`config.mk`:
```
export PLATFORM = sky130hd
export DESIGN_NAME = fixed_div_result_queue
export DESIGN_NICKNAME = d
export VERILOG_FILES = /design/src/rtl/fixed_div_pkg.sv /design/src/rtl/div_result_fifo.sv /design/src/rtl/fixed_div_result_queue.sv
export SDC_FILE = /design/constraint.sdc
export NUM_CORES = 1
export LEC_CHECK = 0
export CORE_UTILIZATION = 30
export DETAILED_ROUTE_END_ITERATION = 10
export DONT_BUFFER_PORTS = 1
export PLACE_DENSITY = 0.42
export SLEW_MARGIN = 20
export SYNTH_ARGS = -nofsm -noshare
export SYNTH_HDL_FRONTEND = slang
export SYNTH_SLANG_ARGS = --single-unit
```
`constraint.sdc`:
```
create_clock -name clock -period 3.4 [get_ports clock]
set_input_delay 0.68 -clock clock [delete_from_list [all_inputs] [get_ports clock]]
set_output_delay 0.68 -clock clock [all_outputs]
set_load 0.005 [all_outputs]
```
`src/rtl/fixed_div_pkg.sv`:
```
// Shared helpers for the divider result queue: saturation constant and counter sizing.
package fixed_div_pkg;

  localparam int unsigned MaxWidth = 64;

  // All-ones of the given width; the sign bit is cleared for the signed variant.
  function automatic logic [MaxWidth-1:0] sat_const(input int unsigned width,
                                                    input bit is_signed);
    logic [MaxWidth-1:0] v;
    v = '0;
    for (int unsigned i = 0; i < MaxWidth; i++) begin
      if (i < width) v[i] = 1'b1;
    end
    if (is_signed && width > 0) v[width-1] = 1'b0;
    return v;
  endfunction

  function automatic int unsigned cnt_width(input int unsigned depth);
    return $clog2(depth + 1);
  endfunction

endpackage

```
`src/rtl/div_result_fifo.sv`:
```
// Power-of-two FIFO for divider results; no bypass, registered occupancy count.
module div_result_fifo
  import fixed_div_pkg::*;
#(
  parameter int unsigned Width = 9,
  parameter int unsigned Depth = 8,
  localparam int unsigned PtrW = (Depth > 1) ? $clog2(Depth) : 1,
  localparam int unsigned CntW = cnt_width(Depth)
) (
  input  logic             clk_i,
  input  logic             rst_ni,
  input  logic             push_i,
  input  logic [Width-1:0] wdata_i,
  input  logic             pop_i,
  output logic [Width-1:0] rdata_o,
  output logic             valid_o,
  output logic [CntW-1:0]  count_o
);

  logic [Width-1:0] mem_q [Depth];
  logic [PtrW-1:0]  wptr_q, wptr_d, rptr_q, rptr_d;
  logic [CntW-1:0]  count_q, count_d;
  logic             do_push, do_pop;

  assign do_pop  = pop_i & (count_q != '0);
  assign do_push = push_i & ((count_q != CntW'(Depth)) | do_pop);

  always_comb begin
    wptr_d  = wptr_q + PtrW'(do_push);
    rptr_d  = rptr_q + PtrW'(do_pop);
    count_d = count_q + CntW'(do_push) - CntW'(do_pop);
  end

  always_ff @(posedge clk_i or negedge rst_ni) begin
    if (!rst_ni) begin
      wptr_q  <= '0;
      rptr_q  <= '0;
      count_q <= '0;
    end else begin
      wptr_q  <= wptr_d;
      rptr_q  <= rptr_d;
      count_q <= count_d;
    end
  end

  always_ff @(posedge clk_i) begin
    if (do_push) mem_q[wptr_q] <= wdata_i;
  end

  // Storage is not reset, so the head is forced to zero while empty.
  assign valid_o = (count_q != '0);
  assign rdata_o = valid_o ? mem_q[rptr_q] : '0;
  assign count_o = count_q;

endmodule

```
`src/rtl/fixed_div_result_queue.sv`:
```
// Credit-managed result queue behind a fixed-latency divider; results leave in issue order.
module fixed_div_result_queue
  import fixed_div_pkg::*;
#(
  parameter int unsigned WIDTH    = 8,
  parameter int unsigned LATENCY  = 12,
  parameter int unsigned DEPTH    = 8,
  parameter bit          SIGNED   = 1'b1,
  parameter bit          SATURATE = 1'b1
) (
  input  logic             clock,
  input  logic             resetn,
  input  logic             issueValid,
  output logic             issueReady,
  input  logic [WIDTH-1:0] divOut,
  input  logic             divByZero,
  output logic             outValid,
  input  logic             outReady,
  output logic [WIDTH-1:0] out,
  output logic             outDivByZero,
  output logic             protocolError
);

  localparam int unsigned CntW    = cnt_width(DEPTH);
  localparam int unsigned FlightW = $clog2(LATENCY + 1);
  localparam int unsigned SumW    = $clog2(LATENCY + DEPTH + 1);
  localparam logic [WIDTH-1:0] SatVal = WIDTH'(sat_const(WIDTH, SIGNED));

  logic [LATENCY-1:0] valid_q, valid_d;
  logic [FlightW-1:0] inflight_q, inflight_d;
  logic               err_q, err_d;
  logic               accept, emerge, pop;
  logic [WIDTH-1:0]   result;
  logic [CntW-1:0]    fifo_count;
  logic [WIDTH:0]     fifo_rdata;

  assign accept = issueValid & issueReady;
  assign emerge = valid_q[LATENCY-1];
  assign pop    = outValid & outReady;

  // Every launched operand holds a FIFO slot until popped, so emerge never overflows.
  assign issueReady = (SumW'(inflight_q) + SumW'(fifo_count)) < SumW'(DEPTH);

  assign result = (SATURATE && divByZero) ? SatVal : divOut;

  always_comb begin
    valid_d    = valid_q << 1;
    valid_d[0] = accept;
    inflight_d = inflight_q;
    if (accept && !emerge) begin
      inflight_d = inflight_q + FlightW'(1);
    end else if (!accept && emerge) begin
      inflight_d = inflight_q - FlightW'(1);
    end
    err_d = err_q | (issueValid & ~issueReady);
  end

  always_ff @(posedge clock or negedge resetn) begin
    if (!resetn) begin
      valid_q    <= '0;
      inflight_q <= '0;
      err_q      <= 1'b0;
    end else begin
      valid_q    <= valid_d;
      inflight_q <= inflight_d;
      err_q      <= err_d;
    end
  end

  div_result_fifo #(
    .Width(WIDTH + 1),
    .Depth(DEPTH)
  ) u_fifo (
    .clk_i  (clock),
    .rst_ni (resetn),
    .push_i (emerge),
    .wdata_i({result, divByZero}),
    .pop_i  (pop),
    .rdata_o(fifo_rdata),
    .valid_o(outValid),
    .count_o(fifo_count)
  );

  assign out           = fifo_rdata[WIDTH:1];
  assign outDivByZero  = fifo_rdata[0];
  assign protocolError = err_q;

endmodule

```
## Yosys cells after proc, flatten, opt, wreduce, memory -nomap -nowiden

Memories as Yosys holds them, arrays and structs flattened.
Index checks and enable logic that the tools add are counted.

| word-level totals | value |
|---|---|
| flip-flop bits (word level) | 27 |
| bits in latches | 0 |
| memory bits (writable) | 72 |
| bits in read-only memories | 0 |
| input bits | 13 |
| output and inout port bits | 12 |
| logic and storage cells | 36 |
| memories | 1 |

Memories:

| name | depth | width | read ports | clocked after Yosys merged registers in | write ports | line | RTL |
|---|---|---|---|---|---|---|---|
| u_fifo.mem_q | 8 | 9 | 1 | 0 | 1 | div_result_fifo.sv:20 | `logic [Width-1:0] mem_q [Depth];` |

| cells by class | value |
|---|---|
| add/subtract/negate cells | 7 |
| multipliers | 0 |
| divide/modulo/power cells | 0 |
| $lt $le $gt $ge | 1 |
| equality and inequality tests | 1 |
| shift-type cells | 0 |
| muxes and demuxes | 6 |
| bitwise gates (word level) | 8 |
| reduce and logical (&&, ||, !) cells | 6 |

Operators with widths:

| operator | number |
|---|---|
| two-way mux 9 bit | 1 |
| two-way mux 4 bit | 2 |
| two-way mux 8 bit | 1 |
| adder 3 x 1 -> 3 bit | 2 |
| adder 4 x 4 -> 5 bit | 1 |
| AND 1 bit | 5 |
| less-than comparator 5 x 4 -> 1 bit, second input constant | 1 |
| adder 4 x 1 -> 4 bit | 1 |
| adder 4 x 1 -> 4 bit, second input constant | 1 |
| != test 4 bit, second input constant | 1 |
| nonzero test 4 bit | 1 |
| subtractor 4 x 1 -> 4 bit | 1 |
| subtractor 4 x 1 -> 4 bit, second input constant | 1 |
| logical AND 1 bit | 2 |
| zero test 1 bit | 2 |
| two-way mux 1 bit | 2 |
| OR 1 bit | 2 |
| nonzero test 2 bit | 1 |
| NOT 1 bit | 1 |

## Depth between registers and ports, before layout

| depth | value |
|---|---|
| depth after elaboration | 7 |
| mapped depth | 10 |
| depth with buffers taken out | 10 |

## Hierarchy

From an unflattened synthesis, not the netlist that was laid out.

| unflattened totals | value |
|---|---|
| cell total of the unflattened synthesis | 223 |
| area total of the unflattened synthesis | 4134.0 µm² |

By module, submodules not included:

| module | times used | cells an instance | area an instance (µm²) | seq. area each (µm²) |
|---|---|---|---|---|
| div_result_fifo | 1 | 164 | 3368.2 | 2412.3 |
| fixed_div_result_queue | 1 | 59 | 765.7 | 425.4 |

## Worst setup path after synthesis

Ideal clock, no wire load.

| timing path | value |
|---|---|
| kind | flip-flop to flip-flop |
| start point | register u_fifo.count_q[1] (netlist: u_fifo.count_o[1]) |
| end point | register inflight_q[3] |
| library setup time | 0.131 ns |
| data arrival time | 2.830 ns |
| setup slack | 0.439 ns |
| stages on the path, launching flop included | 11 |
| path through | dfrtp_1 > ha_1 > a31o_2 > a2111oi_4 > and2_1 > ha_1 > inv_1 > ha_1 > or4_1 > o211ai_1 > o211ai_1 |

| on the way | value |
|---|---|
| longest elaborated chain between the ends | 6 |

RTL lines:

| element | line | RTL |
|---|---|---|
| start: declaration | div_result_fifo.sv:22 | `logic [CntW-1:0] count_q, count_d;` |
| start signal: assignment | div_result_fifo.sv:42 | `count_q <= count_d;` |
| adder 4 x 4 -> 5 bit (*) | fixed_div_result_queue.sv:42 | `assign issueReady = (SumW'(inflight_q) + SumW'(fifo_count)) < SumW'(DEPTH);` |
| less-than comparator 5 x 4 -> 1 bit (*) | fixed_div_result_queue.sv:42 |  |
| named net issueReady | fixed_div_result_queue.sv:14 | `output logic issueReady,` |
| AND 1 bit (*) | fixed_div_result_queue.sv:37 | `assign accept = issueValid & issueReady;` |
| named net accept | fixed_div_result_queue.sv:32 | `logic accept, emerge, pop;` |
| zero test 1 bit | fixed_div_result_queue.sv:52 | `end else if (!accept && emerge) begin` |
| logical AND 1 bit | fixed_div_result_queue.sv:52 |  |
| nonzero test 2 bit (no line) | - |  |
| end signal: assignment | fixed_div_result_queue.sv:65 | `inflight_q <= inflight_d;` |
| end: declaration | fixed_div_result_queue.sv:30 | `logic [FlightW-1:0] inflight_q, inflight_d;` |

Mark *: on every way through the listed nets, which the timed path passes. The rest lies on a longest branch.
A chain may end at the register's enable or synchronous reset.

## Worst setup path in the final report

| timing path | value |
|---|---|
| start point | register u_fifo.count_q[1] (netlist: u_fifo.count_o[1]) |
| end point | register inflight_q[3] |

| on the way | value |
|---|---|
| longest elaborated chain between the ends | 6 |

RTL lines:

| element | line |
|---|---|
| adder 4 x 4 -> 5 bit (*) | fixed_div_result_queue.sv:42 |
| less-than comparator 5 x 4 -> 1 bit (*) | fixed_div_result_queue.sv:42 |
| AND 1 bit (*) | fixed_div_result_queue.sv:37 |
| named net accept | fixed_div_result_queue.sv:32 |
| zero test 1 bit | fixed_div_result_queue.sv:52 |
| logical AND 1 bit | fixed_div_result_queue.sv:52 |
| nonzero test 2 bit (no line) | - |

Marks and branches as above.

==> impl_metrics.tcl <==
set metrics [dict create \
    outcome "complete, no violations" \
    cp.required_ns 3.62 \
    clkSlewWorstSetupHoldPaths_ns 0.06 \
    antenna_cells 0 \
    final_hold_viol_count 0 \
    synthDistinctLibCells 38 \
    rsz0062_at_grt "no" \
    cpPeakStageDelay_ns 0.49 \
    die_h_um 119 \
    finalSetupTns_ns 0 \
    viasPerCell 4.59 \
    finalCritPeriodShare 0.915 \
    critPathSlowestCell "or4_1" \
    power_density_nw_per_um2 831 \
    synthesis.nets 251 \
    fill_cells 1275 \
    worst_hold_path_type "input pin to asynchronous set/reset pin" \
    critPathArrivalTime_ns 3.33 \
    reg2reg_slack_ns 0.29 \
    fin_cells 418 \
    ys_warn_count 0 \
    synth_edf_count 72 \
    startpoint_type "flip-flop" \
    async_flop_share 0.273 \
    antenna_found_initial 1 \
    clk_latency_ns 0.34 \
    drc 0 \
    overflow 0 \
    numCtsBuffers 9 \
    fin_crit_ns 3.11 \
    yosysSeqAreaShare 0.697 \
    post_cts_resized 0 \
    drt-pass1-iter-count 4 \
    layout.nets 268 \
    syn_area_per_cell_um2 18.5 \
    fin_worst_skew_ns 0.00431 \
    cts_setup_buffers 0 \
    wire_per_inst_um 18.3 \
    tritoncts "yes" \
    numPlacedInstances 402 \
    tightestPinTransition_ns 0.629 \
    grt_start_max_net_pins 28 \
    cts_sinks 99 \
    crit_top_cell "ha_1" \
    dp_hpwl_um 4820 \
    cts_root_buffer "clkbuf_16" \
    wl_um 7660 \
    ys.flop_type "edfxtp_1" \
    rows 42 \
    cp.buffers_inverters 1 \
    grt_pass1_vias 1953 \
    finalSetupViolCount 0 \
    fin_hold_ws_ns 0.0294 \
    clock_path_buffers 2 \
    holdBufCountCts 0 \
    core_area_um2 13200 \
    design_area_um2 4640 \
    antenna_left 0 \
    design_power_total_mw 3.86 \
    p_leak_nw 1.68 \
    multiInputGateArea_um2 1140 \
    slew-limit-headroom 0.579 \
    path_cells "ha_1 -> a31o_2 -> a2111oi_4 -> and2_1 -> ha_1 -> inv_1 -> ha_1 -> or4_1 -> o211ai_1 -> o211ai_1" \
    crit_family "adder cells" \
    rr_endpoint "inflight_q[3]" \
    num_vias 1919 \
    regArea_um2 2840 \
    gp_congestion 0.651 \
    grt_pass1_wl_um 11800 \
    placed_area_um2 4330 \
    slew_violations 0 \
    drive_above_1_share 0.194 \
    syn-cell-area_um2 4070 \
    num_io_pins 25 \
    htreeDepth 3 \
    ys_seq_elements 99 \
    port-buffer-count 0 \
    rr_worst_depth 10 \
    drt_iter0_markers 141 \
    track_usage 0.120 \
    syn_inst 220 \
    die_area_um2 14000 \
    fmaxAchievable_ghz 0.321 \
    cap_viol_max_count 0 \
    setup.worst_path.class "flip-flop to flip-flop" \
    cp_max_fo 6 \
    die_w_um 119 \
    area_growth_pct 13.9 \
    start_util 0.308 \
    end_kind "flip-flop" \
    regToRegStartpoint "u_fifo.count_o[1]" \
    irDropWorstVdd_uv 440 \
]
synth_stat cells, types with 2 or more instances:
cell      instances  area [µm²]
mux4_1            8         210
nand3_1           2        10.0
dfrtp_1          27         676
fa_1              2        40.0
or2_2             7        43.8
a22o_1            9        78.8
nor2_1            9        33.8
mux4_2           10         225
nand2_1           3        11.3
ha_1             16         200
buf_2             3        15.0
xnor2_1           3        26.3
nand2b_1          2        12.5
inv_1            13        48.8
edfxtp_1         72        2160
o211ai_1          4        30.0
nor3_1            3        15.0
xor2_1            3        26.3
a21oi_1           3        15.0
nor2b_1           3        18.8
sequential cells by signal, summed over array words and instances (netlist names):
signal,flops
u_fifo.wptr_q,3
valid_q,12
u_fifo.rptr_q,3
u_fifo.count_o,4
u_fifo.mem_q,72
protocolError,1
inflight_q,4
worst max-delay path by stage:
stage	from	end	slack, ns	depth (start not counted)
2_1_floorplan	u_fifo.count_o[1]	inflight_q[3]	0.44	10
3_3_place_gp	u_fifo.count_o[1]	inflight_q[3]	0.34	10
3_5_place_dp	u_fifo.count_o[1]	inflight_q[3]	0.28	10
4_1_cts	u_fifo.count_o[1]	inflight_q[3]	0.27	10
5_1_grt	u_fifo.count_o[1]	inflight_q[3]	0.14	10
6_report	u_fifo.count_o[1]	inflight_q[3]	0.29	10
where the power goes:
group          internal, mW  total [mW]  switching [mW]
Sequential             1.48        1.59           0.116
Combinational         0.596        1.23           0.634
Clock                 0.614        1.03           0.418
final cells by class:
type,instances,share of cell area
Sequential cell,99,0.611
Multi-Input combinational cell,102,0.245
Clock buffer,13,0.0561
Tap cell,176,0.0475
Timing Repair Buffer,12,0.0194
Inverter,13,0.0105
Clock inverter,3,0.00998
placed cells by master, fill, tap and decap left out, types with 2 or more instances in the layout:
| cell type | count |
|---|---|
| nor2_1 | 9 |
| a21oi_1 | 3 |
| nor3_1 | 3 |
| fa_1 | 2 |
| nand2_1 | 3 |
| xnor2_1 | 3 |
| inv_1 | 13 |
| ha_1 | 16 |
| clkbuf_16 | 9 |
| nand3_1 | 2 |
| nand2b_1 | 2 |
| clkbuf_8 | 2 |
| a22o_1 | 9 |
| dfrtp_1 | 27 |
| mux4_2 | 10 |
| clkbuf_1 | 2 |
| or2_2 | 7 |
| mux4_1 | 8 |
| edfxtp_1 | 72 |
| o211ai_1 | 4 |
| buf_4 | 12 |
| xor2_1 | 3 |
| nor2b_1 | 3 |
layer usage:
layer / GRT usage / wire, µm / vias up
met5: 0 / 10 / -
met4: 0.0380 / 92 / 2
met3: 0.0434 / 310 / 8
met2: 0.205 / 3950 / 32
met1: 0.140 / 3310 / 991
li1: - / - / 886
worst reg2reg max path, delay by kind of cell (launching register included):
family          cells  cell delay, ns
compound gates      4            0.81
flops               1            0.45
fa+ha+maj           3            0.91
buf+inv             1            0.12
simple gates        2            0.69
stage by stage:
stage                     utilization  setup slack (ns)
after detailed placement        0.327             0.276
after global placement          0.327             0.339
after CTS                       0.350             0.273
after global routing            0.350             0.141
after floorplan                     -             0.439
final                           0.350             0.289
cells by family after synthesis:
group | synth area share
DFF | 0.697
and+or+nand+nor | 0.0482
AOI/OAI and AO/OA | 0.0470
muxes | 0.112
buffers and inverters | 0.0243
adders and majority gates | 0.0590
xor gates and xnor gates | 0.0129
Note: power is estimated with default switching activity, not from simulation.
